File: config.mk
export PLATFORM = sky130hd
export DESIGN_NAME = mem_init_sequencer
export DESIGN_NICKNAME = d
export VERILOG_FILES = /design/src/rtl/mem_init_sequencer.sv
export SDC_FILE = /design/constraint.sdc
export NUM_CORES = 1
export LEC_CHECK = 0
export ABC_AREA = 1
export BUFFER_PORTS_ARGS = -buffer_cell sky130_fd_sc_hd__buf_4
export CAP_MARGIN = 20
export CORE_MARGIN = 4
export CORE_UTILIZATION = 45
export DETAILED_ROUTE_END_ITERATION = 6
export PLACE_DENSITY = 0.77
export SLEW_MARGIN = 20
export SYNTH_ARGS = -nofsm -noshare
export SYNTH_HDL_FRONTEND = slang
export SYNTH_SLANG_ARGS = --single-unit
File: constraint.sdc
create_clock -name clk -period 1.8 [get_ports clk]
set_input_delay 0.09 -clock clk [delete_from_list [all_inputs] [get_ports clk]]
set_output_delay 0.09 -clock clk [all_outputs]
set_load 0.02 [all_outputs]
File: src/rtl/mem_init_sequencer.sv
// Memory-initialisation sequencer: walks addresses 0..DEPTH-1 and issues one
// write per word using a selectable data pattern, with abort and multi-cycle strobes.
module mem_init_sequencer #(
  parameter int ADDR_W    = 8,
  parameter int DATA_W    = 8,
  parameter int DEPTH     = 256,
  parameter int WR_CYCLES = 1
) (
  input  logic              clk,
  input  logic              rst,
  input  logic              start,
  input  logic              abort,
  input  logic [1:0]        mode,
  input  logic [DATA_W-1:0] fill_val,
  output logic              wr_en,
  output logic [ADDR_W-1:0] mem_addr,
  output logic [DATA_W-1:0] wr_data,
  output logic              busy,
  output logic              finish
);

  localparam logic [1:0] S_IDLE    = 2'd0;
  localparam logic [1:0] S_WRITE   = 2'd1;
  localparam logic [1:0] S_ADVANCE = 2'd2;
  localparam logic [1:0] S_DONE    = 2'd3;

  localparam logic [3:0]        CNT_LOAD  = 4'(WR_CYCLES - 1);
  localparam logic [ADDR_W-1:0] LAST_ADDR = ADDR_W'(DEPTH - 1);

  // Widest of address/data so the identity and xor patterns never lose bits
  localparam int AW = (ADDR_W > DATA_W) ? ADDR_W : DATA_W;
  localparam int EW = ((ADDR_W + 1) > DATA_W) ? (ADDR_W + 1) : DATA_W;

  logic [1:0]        state;
  logic [ADDR_W-1:0] addr;
  logic [3:0]        cnt;
  logic [1:0]        mode_q;
  logic [DATA_W-1:0] fill_q;

  always_ff @(posedge clk or posedge rst) begin
    if (rst) begin
      state  <= S_IDLE;
      addr   <= '0;
      cnt    <= '0;
      mode_q <= '0;
      fill_q <= '0;
    end else begin
      case (state)
        S_IDLE: begin
          if (start) begin
            mode_q <= mode;
            fill_q <= fill_val;
            addr   <= '0;
            cnt    <= CNT_LOAD;
            state  <= S_WRITE;
          end
        end
        S_WRITE: begin
          if (abort) begin
            addr  <= '0;
            state <= S_IDLE;
          end else if (cnt == 4'd0) begin
            state <= S_ADVANCE;
          end else begin
            cnt <= cnt - 4'd1;
          end
        end
        S_ADVANCE: begin
          // Abort takes priority even on the final word, suppressing finish
          if (abort) begin
            addr  <= '0;
            state <= S_IDLE;
          end else if (addr == LAST_ADDR) begin
            state <= S_DONE;
          end else begin
            addr  <= addr + ADDR_W'(1);
            cnt   <= CNT_LOAD;
            state <= S_WRITE;
          end
        end
        S_DONE: begin
          addr  <= '0;
          state <= S_IDLE;
        end
        default: begin
          addr  <= '0;
          state <= S_IDLE;
        end
      endcase
    end
  end

  logic [AW-1:0]     a_ext;
  logic [AW-1:0]     fill_ext;
  logic [AW-1:0]     xor_ext;
  logic [ADDR_W:0]   desc;
  logic [EW-1:0]     desc_ext;

  assign a_ext    = AW'(addr);
  assign fill_ext = AW'(fill_q);
  assign xor_ext  = a_ext ^ fill_ext;
  assign desc     = (ADDR_W + 1)'(DEPTH - 1) - {1'b0, addr};
  assign desc_ext = EW'(desc);

  always_comb begin
    wr_data = '0;
    case (mode_q)
      2'b00:   wr_data = a_ext[DATA_W-1:0];
      2'b01:   wr_data = fill_q;
      2'b10:   wr_data = desc_ext[DATA_W-1:0];
      default: wr_data = xor_ext[DATA_W-1:0];
    endcase
  end

  assign wr_en    = (state == S_WRITE);
  assign busy     = (state == S_WRITE) || (state == S_ADVANCE);
  assign finish   = (state == S_DONE);
  assign mem_addr = addr;

endmodule

======== After elaboration in Yosys (flattened, before gate mapping) ========
Index checks and enable logic that the tools add are counted.
storage, ports and cells
  flip-flop bits (word level) ............. 24
  input bits .............................. 14
  output and inout port bits .............. 19
  word-level logic and storage cells ...... 50
operators by class
  add/sub/neg operators ................... 3
  eq/ne operators ......................... 14
  mux-type cells .......................... 18
  bitwise logic cells ..................... 1
  reductions and logical operators ........ 9
operators by type and width
  operator                                               number
  2-to-1 mux 8 bit                                       4
  one-hot mux 8 bit (4 select lines)                     1
  one-hot mux 8 bit (3 select lines)                     1
  2-to-1 mux 4 bit                                       5
  inequality test 2 bit, second input constant           6
  one-hot mux 4 bit (3 select lines)                     1
  2-to-1 mux 2 bit                                       5
  adder 8 x 1 -> 8 bit, second input constant            1
  == test 8 bit, second input constant                   1
  one-hot mux 2 bit (4 select lines)                     1
  subtractor 8 bit, first input constant                 1
  bitwise XOR 8 bit                                      1
  == test 2 bit, second input constant                   3
  AND reduction 6 bit                                    1
  == test 2 x 1 -> 1 bit, second input constant          2
  logical NOT 2 bit                                      2
  logical NOT 4 bit                                      1
  AND reduction 2 bit                                    2
  subtractor 4 x 1 -> 4 bit, second input constant       1
  inequality test 3 x 2 -> 1 bit, second input constant  1
  inequality test 3 bit, second input constant           1
  AND reduction 3 bit                                    1
  nonzero test 3 bit                                     1
  logical OR 1 bit                                       1

======== Logic depth before layout (Yosys ltp) ========
Gate-level depths: netlist (run 1).
  word-level depth ........................ 4
  gate-level depth with buffers ........... 9
  mapped depth without buffers ............ 9

======== Worst setup path after synthesis (run 1) ========
OpenSTA, ideal clock, no wires.
  kind .................................... register to register
  from .................................... register state[0]
  to ...................................... register cnt[2]
  library setup time ...................... 0.117 ns
  arrival ................................. 1.311 ns
  data required time ...................... 1.683 ns
  path slack .............................. 0.373 ns
  cell stages (with the launch flop) ...... 10
  path buffers ............................ 0
  period minus slack after synthesis ...... 1.427 ns
  cells stage by stage .................... dfrtp_1 -> inv_1 -> ha_1 -> inv_1 -> nor2_1 -> or2_0 -> a21oi_2 -> nand2_4 -> nand2_1 -> nand2_1
between the ends
  longest elaborated chain between the ends .. 3
  elaborated cells on any way between the ends .. 11
  those cells by class .................... eq/ne (7); mux (1); reduce/logical (3)
ends and longest elaborated chain
  element                                                                              line  source
  start, declared                                                                      34    logic [1:0] state;
  start signal, assigned                                                               42    state <= S_IDLE;
  start signal, assigned                                                               55    state <= S_WRITE;
  start signal, assigned                                                               61    state <= S_IDLE;
  == test 2 bit, or another cell as far along                                          48    case (state)
  inequality test 2 bit (no source line) / nonzero test 3 bit (equally long branches)  -
  AND reduction 6 bit (no source line)                                                 -
  end signal, assigned                                                                 65    cnt <= cnt - 4'd1;
  end, declared                                                                        36    logic [3:0] cnt;
Parallel ways exist; a longest one is shown, timed or not.
A chain may end at the register's enable or synchronous reset.

======== Worst setup path after layout (run 1) ========
  from .................................... register mode_q[0]
  to ...................................... output port wr_data[5]
between the ends
  longest elaborated chain between the ends .. 2
  elaborated cells on any way between the ends .. 4
  those cells by class .................... eq/ne (2); mux (1); reduce/logical (1)
ends and longest elaborated chain
  element                                      line  source
  start, declared                              37    logic [1:0] mode_q;
  start signal, assigned                       51    mode_q <= mode;
  == test 2 bit, or another cell as far along  107   case (mode_q)
  one-hot mux 8 bit (3 select lines) (*)       107
  end, declared                                17    output logic [DATA_W-1:0] wr_data,
Every way passes the cells marked *; elsewhere a longest branch is shown, timed or not.

==> results of run 1 <==
-- cells in the mapped netlist, drive strengths merged --
master / instances
nand2: 61
mux2: 4
nand3b: 1
nand4: 4
xnor2: 1
dfrtp: 24
ha: 7
nor2: 22
o21ai: 15
inv: 21
o211ai: 8
nand3: 8
o21bai: 3
xor2: 1
or2: 5
a21oi: 8
buf: 2
-- routing by layer --
metal  vias up  GRT usage [%]
met3         2          2.551
met4         0          3.807
met1       604          21.01
li1        714              -
met2        23          27.28
met5         -              0
-- worst min path at each step --
stage	slack (ns)	endpoint	startpoint
after detailed placement	0.16	cnt[2]	rst
final	0.01	fill_ext[3]	fill_val[3]
after global placement	0.16	cnt[3]	rst
after global routing	0.002	fill_ext[3]	fill_val[3]
after CTS	0.002	fill_ext[3]	fill_val[3]
after floorplan	0.10	cnt[0]	rst
-- through the flow --
stage,area [um^2],std cells
after CTS,1846,275
after detailed placement,1813,271
after global placement,1813,271
after global routing,1869,277
after floorplan,1513,195
final,1869,277
-- timing repair --
item / 4_1_cts / 5_1_grt
hold buffers: 1 / 2
endpoints found under the setup margin: 0 / 6
endpoints found under the hold margin: 24 / 2
resized for setup: 0 / 3
-- cell families (layout without fill, tap and decap cells) --
logic type                 Yosys count  in the layout  synth area share [%]
adders and majority gates            7              7                 5.790
xor gates and xnor gates             2              2                 1.158
DFF                                 24             24                 39.70
muxes                                4              4                 2.977
buffers and inverters               23             61                 5.872
AOI/OAI and AO/OA                   34             34                 13.32
and+or+nand+nor                    101            101                 31.18
-- critical path, cell delays in order (launching register included) --
cell and delay [ns]:
dfrtp_1 0.42, inv_1 0.11, or2_2 0.30, o211ai_1 0.09, o21ai_1 0.12, buf_4 0.17
-- state kept, by name, indices dropped and copies added (netlist names) --
register	count
fill_ext	8
mem_addr	8
cnt	4
mode_q	2
state	2
-- power groups by stage --
| stage | clock [mW] | combinational, mW | sequential [mW] |
|---|---|---|---|
| global placement | 0 | 1.57 | 0.843 |
| finish | 0.223 | 1.60 | 0.837 |
| detailed placement | 0 | 1.60 | 0.849 |
| CTS | 0.236 | 1.61 | 0.836 |
| global route | 0.254 | 1.81 | 0.864 |
| floorplan | 0 | 1.16 | 0.804 |
-- area by class of cell --
cell class	count	area share [%]
Multi-Input combinational cell	148	44.18
Sequential cell	24	32.20
Timing Repair Buffer	37	15.26
Inverter	21	4.217
Tap cell	44	2.945
Clock buffer	3	1.205
==> metrics.txt, run 1 <==
Detail Route met2 WL=around 1500 um; full die area=roughly 4400 um^2; Pwr per Cell Area=1424 nW/um^2; drt first-iter violations=roughly 50; Slew @ Worst Pin=0.3360 ns; Num CTS Buffers=3; Pre-Repair DR Iteration Count=4; library cells used by synthesis=27; Setup WS pre-CTS=about 0.22 ns; Yosys top cell area share=between 30% and 40%; R2R Path Start=state[0]; fin crit period=1.600 ns; most common cell after layout, fill and taps aside=nand2_1; gr usage total=15.94%; post-CTS setup buffers=0; area taken by multi-input logic gates=between 800 and 900 um^2; Arr. time, crit path=between 1.5 and 2 ns; DR top layer=met4; Peak Freq=between 600 and 700 MHz; area growth from synthesis to layout=23.57%; Comb power frac=60.2%; Ant. Diodes=0; share of layout cells above drive strength 1=about a quarter; unrepaired setup endpoints after global routing=false; Sw Pwr=between 1 and 1.5 mW; top post-synthesis cells by area=dfrtp_1, nand2_1, ha_1, nor2_1, inv_1; Clock transition at path regs=~0.12 ns; first-pass GRT wire length=5444 um; syn_nets=approximately 220; Mapped Cells=approximately 200; number of setup violations in the final report=0; wire per inst=roughly 11 um; Final WS setup=around 0.2 ns; die height=65.98 um; Sequential Power Share=between 30% and 40%; CTS tree=done; DP HPWL=between 2000 and 2500 um; Nets=approximately 260; H-tree levels=1; WL met1=1440 um; Routed Antenna Nets=0; leakage=roughly 0.92 nW; outcome=finished clean; DRC viols=0; GPL Wtd Cong=just under 0.9; switching share of power=a little under half; final hold slack=~0.014 ns; internal power=1.460 mW; Hold Path Depth=2; Synth Area per Inst=around 7.8 um^2; TNS Setup=0 ns; # rows=20; Die W=65.98 um; Reg2Reg Setup Slack=0.22 ns; register bit total from synthesis=24; R2R cell count=9; Tcrit/Tclk final=between 80 and 90%; grt total ovfl=0; initial core utilization=about half; # port buffers=32; CP Class=register to primary output; initial antenna violation count=0; Max Cap Viol=0; Final Hold Viols=0; DR WL met3=150 um; Final Util=roughly 60%; CP Max Fanout=6; Setup crit end kind=primary output; Setup crit start kind=register; number of fillers in the final layout=about 300; total chip power=2.662 mW; clk buf depth=2; Top-Level Pins=33; worst endpoint required time=between 1.5 and 2 ns; Cell Area, Synth=1513 um^2; Storage cell area=approximately 600 um^2; via count=approximately 1,300; register area share after synthesis=between 30 and 40%; VDD IR max=about 0.86 mV; clk_lat worst skew=around 0.30 ns; headroom to the max-slew limit=between 70 and 80%; Root Driver=clkbuf_4; most frequent cells in the layout=nand2_1, buf_4, dfrtp_1, nor2_1, inv_1; largest net degree at the start of global routing=25; final wirelength=3092 um; CP startpoint=mode_q[0]; number of global-route vias before repair=1,277; Clock Skew=between 0.001 and 0.0015 ns; clock network fraction of total power=~8.4%; core outline area=around 3100 um^2; vias per inst=around 4.8; Setup crit end=wr_data[5]; YS warnings=0; Synth area leader=dfrtp_1; Hold Path Class=input pin to register; # clock sinks=24; Final Slew Violations=0; Critical R2R Capture=cnt[0]
Note: power is estimated with default switching activity, not from simulation.
==> run 2, diff against run 1 <==
--- a/config.mk
+++ b/config.mk
@@ -11,7 +11,7 @@
 export CORE_MARGIN = 4
 export CORE_UTILIZATION = 45
 export DETAILED_ROUTE_END_ITERATION = 6
-export PLACE_DENSITY = 0.77
+export PLACE_DENSITY = 0.8
 export SLEW_MARGIN = 20
 export SYNTH_ARGS = -nofsm -noshare
 export SYNTH_HDL_FRONTEND = slang
==> constraint.sdc (replaced) <==
create_clock -name clk -period 1.4 [get_ports clk]
set_input_delay 0.07 -clock clk [delete_from_list [all_inputs] [get_ports clk]]
set_output_delay 0.07 -clock clk [all_outputs]
set_load 0.02 [all_outputs]
==> metrics.txt, run 2 (same netlist as run 1, synthesis figures left out) <==
Clock Skew=0.008929 ns (was 0.001041 ns); CTS tree=done (unchanged); internal power=2.457 mW (was 1.460 mW); # port buffers=32 (unchanged); # rows=20 (unchanged); switching share of power=42.83% (was 45.16%); vias per inst=4.938 (was 4.848); H-tree levels=1 (unchanged); fin crit period=roughly 1.5 ns; unrepaired setup endpoints after global routing=true (was false); failing checks=negative setup slack; full die area=4353 um^2 (unchanged); gr usage total=18.83% (was 15.94%); Comb power frac=63.6% (was 60.2%); R2R cell count=7 (was 9); share of layout cells above drive strength 1=37.55% (was 26.61%); headroom to the max-slew limit=78.77% (was 77.54%); Clock transition at path regs=0.15 ns (was 0.12 ns); Max Cap Viol=0 (unchanged); Sequential Power Share=24.2% (was 31.4%); worst endpoint required time=1.64 ns (was 1.71 ns); Setup crit end kind=register (was primary output); Sw Pwr=1.841 mW (was 1.202 mW); final instance area=2235 um^2 (was 1869 um^2); Placement Cell Area=1942 um^2 (was 1813 um^2); initial antenna violation count=0 (unchanged); die height=65.98 um (unchanged); clock network fraction of total power=12.2% (was 8.4%); Routed Antenna Nets=0 (unchanged); GPL Wtd Cong=0.8556 (was 0.8641); initial core utilization=48.36% (unchanged); # clock sinks=24 (unchanged); Final Slew Violations=0 (unchanged); outcome=finished, violations left (was finished clean); R2R Path Start=state[0] (unchanged); Slew @ Worst Pin=0.3177 ns (was 0.3360 ns); Final Util=71.44% (was 59.76%); Top-Level Pins=33 (unchanged); GR Util met1=23.51% (was 21.01%); Final Non-Filler Cells=305 (was 277); DRC viols=0 (unchanged); Setup crit start kind=register (unchanged); Arr. time, crit path=1.75 ns (was 1.51 ns); Ant. Diodes=0 (unchanged); clk buf depth=2 (unchanged); VDD IR max=1.173 mV (was 0.8594 mV); number of global-route vias before repair=1,362 (was 1,277); GRT Max-Usage Layer=met2 (unchanged); via count=1,506 (was 1,343); hold_sp=mode[0] (was fill_val[3]); Hold Path Class=input pin to register (unchanged); grt total ovfl=0 (unchanged); Nets=283 (was 256); final wirelength=3878 um (was 3092 um); Num CTS Buffers=3 (unchanged); Root Driver=clkbuf_4 (unchanged); clk_lat worst skew=0.33 ns (was 0.30 ns); leakage=1.075 nW (was 0.9196 nW); number of fillers in the final layout=247 (was 302); most frequent cells in the layout=nand2_1, buf_4, dfrtp_1, nor2_1 (was nand2_1, buf_4, dfrtp_1, nor2_1, inv_1); DP HPWL=2656 um (was 2457 um); Tcrit/Tclk final=107.5%; Pwr per Cell Area=1923 nW/um^2 (was 1424 nW/um^2); Pre-Repair DR Iteration Count=5 (was 4); wire per inst=12.71 um (was 11.16 um); hold endpoint=mode_q[0] (was fill_ext[3]); Final Hold Viols=0 (unchanged); met3 Usage GRT=3.061% (was 2.551%); largest net degree at the start of global routing=25 (unchanged); Placed Cells=287 (was 271); met2 Usage GRT=33.67% (was 27.28%); first-pass GRT wire length=6341 um (was 5444 um); CP Class=register to register (was register to primary output); Critical R2R Capture=cnt[1] (was cnt[0]); number of setup violations in the final report=22 (was 0); TNS Setup=-1.045 ns (was 0 ns); Reg2Reg Setup Slack=-0.11 ns (was 0.22 ns); Final WS setup=-0.1050 ns (was 0.2003 ns); CP Max Fanout=5 (was 6); drt first-iter violations=70 (was 51); Hold Path Depth=3 (was 2); area growth from synthesis to layout=47.73% (was 23.57%); Die W=65.98 um (unchanged); core outline area=3128 um^2 (unchanged); Peak Freq=664.4 MHz
==> run 2: metal layers <==
metal  vias up  routed length, um
met5         -                  0
li1        776                  -
met1       690               1662
met2        38               1969
met4         0                 17
met3         2                229
==> run 2: final cells by class <==
cell class	instances	area (um^2)	area share, %
Inverter	21	81.33	3.639
Clock inverter	1	30.03	1.344
Timing Repair Buffer	63	506.7	22.68
Tap cell	44	55.05	2.464
Sequential cell	24	601.8	26.93
Clock buffer	3	22.52	1.008
Multi-Input combinational cell	149	937.1	41.94
==> run 2: power groups by stage <==
stage          logic (mW)  registers (mW)  clock network, mW
2_1_floorplan        1.51            1.04                  0
3_3_place_gp         2.24            1.04                  0
3_5_place_dp         2.29            1.05                  0
4_1_cts              2.54            1.04              0.526
5_1_grt              3.03            1.07              0.551
6_report             2.73            1.04              0.522
==> run 2: per-stage QoR <==
| step | setup WS, ns | hold slack [ns] | power [mW] |
|---|---|---|---|
| 5_1_grt | -0.1842 | 0.01323 | 4.653 |
| 4_1_cts | -0.1121 | 0.003487 | 4.101 |
| 3_3_place_gp | -0.05267 | 0.1436 | 3.279 |
| 6_report | -0.1050 | 0.008746 | 4.298 |
| 3_5_place_dp | -0.09329 | 0.1481 | 3.338 |
| 2_1_floorplan | -0.001340 | 0.08455 | 2.552 |
==> run 2: repair_timing <==
| action | CTS | global route |
|---|---|---|
| cloned | 1 | 0 |
| setup endpoints to repair | 21 | 32 |
| pin swaps | 2 | 7 |
| endpoints found under the hold margin | 31 | 1 |
| hold buffers | 8 | 1 |
| gates resized for setup | 21 | 16 |
| setup buffers | 1 | 3 |
==> run 2: worst max-delay path, cell delays in order (launching register included) <==
cell and delay, ns:
dfrtp_1 0.45, buf_4 0.15, ha_2 0.18, or2_1 0.24, a21oi_4 0.20, nand2_4 0.09
nand2_1 0.07, nand2_1 0.04
==> run 2: how the worst max path moves through the flow <==
stage                       to  slack (ns)      start
floorplan               cnt[2]      -0.001   state[0]
global placement        cnt[3]       -0.05   state[0]
detailed placement      cnt[1]       -0.09   state[0]
CTS                 wr_data[5]       -0.11  mode_q[0]
global route        wr_data[5]       -0.18  mode_q[0]
finish                  cnt[1]       -0.11   state[0]
==> run 3, diff against run 2 <==
--- a/config.mk
+++ b/config.mk
@@ -11,7 +11,7 @@
 export CORE_MARGIN = 4
 export CORE_UTILIZATION = 45
 export DETAILED_ROUTE_END_ITERATION = 6
-export PLACE_DENSITY = 0.8
+export PLACE_DENSITY = 0.77
 export SLEW_MARGIN = 20
 export SYNTH_ARGS = -nofsm -noshare
 export SYNTH_HDL_FRONTEND = slang
==> constraint.sdc (replaced) <==
create_clock -name clk -period 1.5 [get_ports clk]
set_input_delay 0.075 -clock clk [delete_from_list [all_inputs] [get_ports clk]]
set_output_delay 0.075 -clock clk [all_outputs]
set_load 0.02 [all_outputs]
==> metrics.txt, run 3 (same netlist as run 1, synthesis figures left out) <==
outcome=finished, violations left (unchanged); failing checks=negative setup slack (unchanged); Num CTS Buffers=3 (unchanged); Die W=65.98 um (unchanged); Peak Freq=660.9 MHz (was 664.4 MHz); number of fillers in the final layout=273 (was 247); CTS tree=done (unchanged); worst endpoint required time=1.73 ns (was 1.64 ns); Final WS setup=-0.01309 ns (was -0.1050 ns); leakage=1.035 nW (was 1.075 nW); drt first-iter violations=82 (was 70); R2R cell count=10 (was 7); Hold Path Class=input pin to register (unchanged); DP HPWL=2604 um (was 2656 um); share of layout cells above drive strength 1=37.15% (was 37.55%); Tcrit/Tclk final=100.9% (was 107.5%); crit path cell chain=inv_2, ha_4, inv_4, nor2_4, buf_6, clkinvlp_4, nand4_4, inv_2, nand2_1, nand2_1 (was buf_4, ha_2, or2_1, a21oi_4, nand2_4, nand2_1, nand2_1); cell depth of the worst setup path=10 (was 7); final wirelength=3756 um (was 3878 um); H-tree levels=1 (unchanged); Storage cell area=600.6 um^2 (was 601.8 um^2); CP Max Fanout=5 (unchanged); Slew @ Worst Pin=0.3234 ns (was 0.3177 ns); DRC viols=0 (unchanged); most common cell after layout, fill and taps aside=buf_4; initial antenna violation count=0 (unchanged); number of global-route vias before repair=1,349 (was 1,362); CP Class=register to register (unchanged); # port buffers=32 (unchanged); number of setup violations in the final report=1 (was 22); VDD IR max=1.270 mV (was 1.173 mV); grt total ovfl=0 (unchanged); die height=65.98 um (unchanged); fin crit period=1.513 ns (was 1.505 ns); Pwr per Cell Area=1834 nW/um^2 (was 1923 nW/um^2); CP Buf/Inv Count=5 (was 1); Nets=275 (was 283); # clock sinks=24 (unchanged); Root Driver=clkbuf_4 (unchanged); Arr. time, crit path=1.74 ns (was 1.75 ns); area taken by multi-input logic gates=934.6 um^2 (was 937.1 um^2); Ant. Diodes=0 (unchanged); vias per inst=4.960 (was 4.938); area growth from synthesis to layout=43.92% (was 47.73%); largest net degree at the start of global routing=25 (unchanged); headroom to the max-slew limit=78.44% (was 78.77%); Pre-Repair DR Iteration Count=4 (was 5); Setup crit end kind=register (unchanged); Routed Antenna Nets=0 (unchanged); Clock Skew=0.009563 ns (was 0.008929 ns); Max Cap Viol=0 (unchanged); Setup WS pre-CTS=-0.06729 ns (was -0.09329 ns); Clock transition at path regs=0.15 ns (about the same); gr usage total=17.41% (was 18.83%); slowest CP cell=dfrtp_1 (unchanged); Hold Path Depth=3 (unchanged); full die area=4353 um^2 (unchanged); wire per inst=12.65 um (was 12.71 um); GPL Wtd Cong=0.8596 (was 0.8556); most frequent cells in the layout=buf_4, nand2_1, dfrtp_1, nor2_1, o21ai_1 (was nand2_1, buf_4, dfrtp_1, nor2_1); total chip power=3.993 mW (was 4.298 mW); # rows=20 (unchanged); first-pass GRT wire length=5871 um (was 6341 um); unrepaired setup endpoints after global routing=true (unchanged); Top-Level Pins=33 (unchanged); clk_lat worst skew=0.32 ns (was 0.33 ns); Worst path top cell family by delay=buffers and inverters (was flip-flops); Setup crit start kind=register (unchanged); clk buf depth=2 (unchanged); Final Slew Violations=0 (unchanged); via count=1,473 (was 1,506); Final Hold Viols=0 (unchanged); initial core utilization=48.36% (unchanged); core outline area=3128 um^2 (unchanged); critical path's largest stage delay=0.44 ns (was 0.45 ns)
[run 3: what timing repair did]
action | in CTS | in global routing
hold endpoints to repair | 31 | 1
hold buffers | 8 | 1
pin swaps | 2 | 11
gates resized for setup | 12 | 33
endpoints found under the setup margin | 16 | 21
cloned | 0 | 0
setup buffers | 4 | 2
[run 3: cell type report]
cell class / count / share of cell area, %
Clock buffer: 3 / 1.034
Clock inverter: 1 / 1.379
Inverter: 21 / 4.023
Multi-Input combinational cell: 148 / 42.93
Sequential cell: 24 / 27.59
Tap cell: 44 / 2.529
Timing Repair Buffer: 56 / 20.52
[run 3: tightest hold or removal path: stages]
cell and delay (ns):
buf_4 0.08, nor2_1 0.03, a21oi_1 0.11
[run 3: through the flow]
stage	area [um^2]	utilization (%)	TNS (ns)	hold WS, ns	cells
after floorplan	1513	-	0	0.08962	195
after global placement	1873	59.88	-0.004542	0.1464	279
after detailed placement	1873	59.88	-0.2263	0.1492	279
after CTS	2053	65.64	-0.004920	0.007542	295
after global routing	2177	69.60	-0.9458	0.006392	297
final	2177	69.60	-0.01309	0.007513	297
[run 3: worst paths after layout]
path                             start          end  slack (ns)
setup reg to reg              state[1]  mem_addr[1]       -0.01
hold / removal             fill_val[1]  fill_ext[1]       0.008
setup / recovery              state[1]  mem_addr[1]       -0.01
hold reg to reg                 cnt[1]       cnt[1]        0.53
min in group asynchronous          rst  fill_ext[3]        0.33
max in group asynchronous          rst     state[1]        0.91
[run 3: per-layer routing]
metal / vias to the layer above / global-route usage, % / wire [um]
li1: 752 / - / -
met1: 669 / 22.39 / 1644
met2: 45 / 30.66 / 1856
met3: 7 / 2.211 / 187
met4: 0 / 4.569 / 68
met5: - / 0 / 0
[run 3: report_power, final]
part | switching, mW | internal [mW]
Combinational | 1.40 | 1.13
Clock | 0.209 | 0.270
Sequential | 0.130 | 0.852
